## src/rtl/write_master_arbiter.sv

```systemverilog
// write_master_arbiter: two-master AXI write-channel arbiter and transaction sequencer.
//
// Grants M0 or M1 for a whole write transaction and holds that grant through the
// address, data and response phases. It also counts W beats against the captured
// AWLEN and pulses lenError on a burst-length mismatch.
//
// Configuration macro: WRITE_ARB_ROUND_ROBIN_EN
//   defined   -> round-robin; on a tie, the master that is not lastGrant wins.
//   undefined -> fixed priority; on a tie, M0 wins.
//
// Ports:
//   clock, reset                      clock; synchronous active-high reset
//   AWVALID_Mx, AWADDR_Mx, AWLEN_Mx   per-master write-address requests
//   AWREADY                           address ready from the decoder side
//   WVALID, WREADY, WLAST             muxed W handshake of the granted master
//   BVALID, BREADY                    muxed B handshake
//   AWVALID, AWADDR, MasterID         forwarded address phase and ID of the granted master
//   Write{Address,Data,Response}Sel   bridge selects: 00 none, 01 M0, 10 M1
//   finish                            one-cycle pulse on the B handshake
//   lenError                          one-cycle pulse on a burst-length mismatch
module write_master_arbiter #(
    parameter logic [3:0] M0_ID = 4'd1,
    parameter logic [3:0] M1_ID = 4'd2
) (
    input  logic        clock,
    input  logic        reset,
    input  logic        AWVALID_M0,
    input  logic        AWVALID_M1,
    input  logic [31:0] AWADDR_M0,
    input  logic [31:0] AWADDR_M1,
    input  logic [3:0]  AWLEN_M0,
    input  logic [3:0]  AWLEN_M1,
    input  logic        AWREADY,
    input  logic        WVALID,
    input  logic        WREADY,
    input  logic        WLAST,
    input  logic        BVALID,
    input  logic        BREADY,
    output logic        AWVALID,
    output logic [31:0] AWADDR,
    output logic [3:0]  MasterID,
    output logic [1:0]  WriteAddressSel,
    output logic [1:0]  WriteDataSel,
    output logic [1:0]  WriteResponseSel,
    output logic        finish,
    output logic        lenError
);

    typedef enum logic [1:0] {StIdle, StAddr, StData, StResp} state_e;

    state_e      state_q, state_d;
    logic        grant_q, grant_d;            // 0 = M0, 1 = M1
    logic        last_grant_q, last_grant_d;
    logic [3:0]  beat_cnt_q, beat_cnt_d;
    logic [3:0]  len_q, len_d;

    logic        arb_winner;
    logic [1:0]  grant_sel;
    logic [3:0]  grant_id;
    logic        mux_awvalid;
    logic [31:0] mux_awaddr;
    logic [3:0]  mux_awlen;

    // Tie-break between simultaneous requests; a lone requester always wins.
`ifdef WRITE_ARB_ROUND_ROBIN_EN
    always_comb begin
        if (AWVALID_M0 && AWVALID_M1) arb_winner = ~last_grant_q;
        else                          arb_winner = AWVALID_M1;
    end
`else
    // Fixed priority still tracks lastGrant but never consults it.
    logic unused_last_grant;
    assign unused_last_grant = last_grant_q;
    always_comb begin
        if (AWVALID_M0 && AWVALID_M1) arb_winner = 1'b0;
        else                          arb_winner = AWVALID_M1;
    end
`endif

    assign grant_sel   = grant_q ? 2'b10 : 2'b01;
    assign grant_id    = grant_q ? M1_ID : M0_ID;
    assign mux_awvalid = grant_q ? AWVALID_M1 : AWVALID_M0;
    assign mux_awaddr  = grant_q ? AWADDR_M1 : AWADDR_M0;
    assign mux_awlen   = grant_q ? AWLEN_M1 : AWLEN_M0;

    always_ff @(posedge clock) begin
        if (reset) begin
            state_q      <= StIdle;
            grant_q      <= 1'b0;
            last_grant_q <= 1'b1;
            beat_cnt_q   <= 4'd0;
            len_q        <= 4'd0;
        end else begin
            state_q      <= state_d;
            grant_q      <= grant_d;
            last_grant_q <= last_grant_d;
            beat_cnt_q   <= beat_cnt_d;
            len_q        <= len_d;
        end
    end

    always_comb begin
        state_d          = state_q;
        grant_d          = grant_q;
        last_grant_d     = last_grant_q;
        beat_cnt_d       = beat_cnt_q;
        len_d            = len_q;
        AWVALID          = 1'b0;
        AWADDR           = 32'd0;
        MasterID         = 4'd0;
        WriteAddressSel  = 2'b00;
        WriteDataSel     = 2'b00;
        WriteResponseSel = 2'b00;
        finish           = 1'b0;
        lenError         = 1'b0;

        case (state_q)
            StIdle: begin
                if (AWVALID_M0 || AWVALID_M1) begin
                    grant_d = arb_winner;
                    state_d = StAddr;
                end
            end
            StAddr: begin
                WriteAddressSel = grant_sel;
                AWVALID         = mux_awvalid;
                AWADDR          = mux_awaddr;
                MasterID        = grant_id;
                if (mux_awvalid && AWREADY) begin
                    len_d      = mux_awlen;
                    beat_cnt_d = 4'd0;
                    state_d    = StData;
                end
            end
            StData: begin
                WriteDataSel = grant_sel;
                MasterID     = grant_id;
                if (WVALID && WREADY) begin
                    beat_cnt_d = beat_cnt_q + 4'd1;
                    if (WLAST) begin
                        // beat_cnt_q is the zero-based index of this beat
                        lenError = (beat_cnt_q != len_q);
                        state_d  = StResp;
                    end else begin
                        lenError = (beat_cnt_q == len_q);
                    end
                end
            end
            StResp: begin
                WriteResponseSel = grant_sel;
                MasterID         = grant_id;
                if (BVALID && BREADY) begin
                    finish       = 1'b1;
                    last_grant_d = grant_q;
                    state_d      = StIdle;
                end
            end
            default: state_d = StIdle;
        endcase
    end

endmodule

```

## config.mk

```make
export PLATFORM = sky130hd
export DESIGN_NAME = write_master_arbiter
export DESIGN_NICKNAME = d
export VERILOG_FILES = /design/src/rtl/write_master_arbiter.sv
export SDC_FILE = /design/constraint.sdc
export NUM_CORES = 1
export LEC_CHECK = 0
export CAP_MARGIN = 20
export CORE_MARGIN = 5
export CORE_UTILIZATION = 33
export CTS_BUF_LIST = sky130_fd_sc_hd__clkbuf_8 sky130_fd_sc_hd__clkbuf_16
export CTS_CLUSTER_SIZE = 12
export DETAILED_ROUTE_END_ITERATION = 16
export GPL_TIMING_DRIVEN = 0
export PLACE_DENSITY = 0.89
export SLEW_MARGIN = 20
export SYNTH_ARGS = -nofsm -noshare
export SYNTH_HDL_FRONTEND = slang
export SYNTH_SLANG_ARGS = --single-unit
```

## constraint.sdc

```tcl
create_clock -name clock -period 2.7 [get_ports clock]
set_input_delay 0.27 -clock clock [delete_from_list [all_inputs] [get_ports clock]]
set_output_delay 0.27 -clock clock [all_outputs]
set_load 0.01 [all_outputs]
```

==> qor.txt <==
RSZ-0062 raised after global routing: false
largest net degree at the start of global routing: 11
worst hold path type: input pin to flop
max_cap viols: 0
DR WL/cell: 14.9 um
Worst path top cell family by delay: buffers and inverters
DR vias: 1586
top cell type's share of synthesized area: 26.7%
Skew-Pair Late Insertion Delay: 0.24 ns
instance count on the critical path: 5
initial drt markers: 21
Rel. slew slack: 49.3%
Core Rows: 23
final setup vio count: 0
CP max stage delay: 0.60 ns
clk_skew: 0.000396 ns
Initial DRT Pass Iterations: 4
post-DP HPWL: 4.38 mm
Crit. End Element: output port
Yosys cell types: 33
postcts setup bufs: 0
worst-margin pin slew: 0.761 ns
Pleak: 1.04 nW
Highest Signal Layer: met4
placed cell area: 2650 sq um
Buf/Inv on CP: 3
setup TNS: 0 ns
Max VDD drop: 480 uV
crit-path max FO: 10
EDFF count, synth: 0
PwrDens: 632 nW/um^2
minimum clock period: 2.47 ns
drt total wl: 5.04 mm
Tcrit/Tclk final: 91.4%
Synth Flop Type: dfxtp_1
Worst R2R Path Depth: 6
Peak Freq: 405 MHz
critical path, cell by cell: buf_4 -> buf_1 -> mux2i_1 -> nor2b_1 -> clkdlybuf4s50_1
Initial Utilization: 33.9%
Die W: 73.9 um
Ports: 127
register area share after synthesis: 16.3%
Critical Path RT: 2.43 ns
via density per instance: 4.68
Routability Congestion: 0.811
H-tree Lvls: 1
placed cell count: 335
Core ar.: 3970 sq um
DRC viols: 0
vias in the first global route: 1486
WP data arrival: 2.20 ns
Antenna Nets Post-Route: 0
Longest Clk Path Bufs: 2
Met3 Wirelength: 551 um
syn avg cell area: 8.37 sq um
Die ar.: 5460 sq um
Reg2Reg Setup Slack: 0.64 ns
Finished Cell Area: 2700 sq um
Root Driver: clkbuf_8
share of cells above drive strength 1: 5.88%
WS Path Type: flop to output port
All-Layer GR Usage: 18.2%
Seq cells post-synth: 11
CTS sink count: 11
Crit-path slowest cell: buf_1
top post-synthesis cells by area: mux2i_1 (27%), nor2b_1 (18%), dfxtp_1 (16%)
Power Total: 0.00170 W
FFs w/ async S/R, synth: 0%
Cells after Synth: 161
NumNets Final: 378
worst hold stages: 2
Num CTS Buffers: 3
Yosys warning total: 0
synth-to-layout area growth: 100%
diodes inserted: 0
Die H: 73.9 um
max-slew violation count: 0
first-pass GRT wire length: 7.79 mm
Post-Layout Cell Count: 339
fillers: 328
TritonCTS clock tree: done
synthesized area: 1350 sq um
PortBufs: 123
initial antenna violation count: 0
grt ovf: 0
Worst Setup Start Kind: flop
clock-pin slew on the worst setup and hold paths: 0.05 ns
routed length on met2: 2.59 mm
number of failing hold endpoints at the final stage: 0
WL met1: 1.87 mm
Synth area leader: mux2i_1
status: complete, no violations
==> state kept, by name (all words and copies together), names as in the netlist <==
register,cells
beat_cnt_q,4
len_q,4
state_q,2
grant_q,1
==> stage by stage <==
step | worst slack [ns] | hold slack [ns] | utilization, %
floorplan | 0.847 | 0.370 | -
global placement | 0.301 | 0.504 | 66.6
detailed placement | 0.270 | 0.514 | 66.6
CTS | 0.0120 | 0.415 | 67.7
global route | 0.0459 | 0.448 | 67.9
finish | 0.232 | 0.420 | 67.9
==> worst reg2reg max path: stages, from the launching register on <==
cell	delay (ns)
dfxtp_1	0.37
inv_1	0.09
ha_1	0.30
a21boi_0	0.22
a2111oi_4	0.47
nand4_1	0.16
mux2_1	0.32
==> path summary, 6_finish.rpt <==
kind | from | end
max | grant_q | AWADDR[4]
min reg2reg | len_q[3] | len_q[3]
min | reset | len_q[3]
max reg2reg | state_q[0] | beat_cnt_q[3]
==> per-layer routing <==
| layer | global-route usage [%] | vias up |
|---|---|---|
| li1 | - | 805 |
| met1 | 21.8 | 701 |
| met2 | 32.7 | 76 |
| met3 | 5.34 | 4 |
| met4 | 2.62 | 0 |
| met5 | 0 | - |
==> cell usage in the layout, fill, tap and decap left out, types with 2 or more instances in the layout <==
master           synthesis  layout
dfxtp_1                 11      11
inv_1                    5       6
and2_1                   4       4
buf_4                    3       3
nand3b_1                 2       2
a211oi_1                 4       4
conb_1                   1       2
mux2_2                   4       4
clkbuf_2                 0       4
xnor2_1                  2       2
mux2i_1                 36      36
buf_1                    4       4
xor2_1                   4       4
clkbuf_8                 0       3
nor2b_1                 38      38
clkdlybuf4s50_1          0     123
ha_1                     6       6
nand3_1                  2       2
a21oi_1                  3       3
nor2_1                  12      12
==> logic make-up after synthesis <==
kind of cell               share of synthesized area (%)
DFF                                                 16.3
AOI/OAI and AO/OA                                   8.36
and+or+nand+nor                                     28.0
other                                              0.278
muxes                                               31.9
buffers and inverters                               5.57
xor gates and xnor gates                            3.90
adders and majority gates                           5.57
==> final cells by class <==
cell class,count,area (sq um),share of cell area (%)
multi-input cells,134,1060,39.2
repair buffers,123,1230,45.7
flip-flops and latches,11,220,8.17
clock buffers,3,41.3,1.53
plain buffers,12,61.3,2.27
inverters,5,18.8,0.696
clock inverters,1,3.75,0.139
well taps,50,62.6,2.32
==> repair_timing <==
item / CTS / global route
gates resized for setup: 0 / 8
endpoints found under the setup margin: 0 / 30
hold buffers: 0 / 0
==> Yosys cell counts, types with 2 or more instances <==
master    number
a211oi_1       4
a21oi_1        3
and2_1         4
buf_1          4
buf_4          3
clkbuf_1       5
dfxtp_1       11
ha_1           6
inv_1          5
mux2_2         4
mux2i_1       36
nand3_1        2
nand3b_1       2
nor2_1        12
nor2b_1       38
xnor2_1        2
xor2_1         4
==> power by group <==
group | total, W | switching, W | internal (W)
combinational | 0.00133 | 0.000572 | 0.000755
sequential | 0.000214 | 0.0000230 | 0.000191
clock | 0.000162 | 0.0000618 | 0.0000998
total | 0.00170 | 0.000657 | 0.00105
No activity file was read; power rests on OpenSTA's default activity.
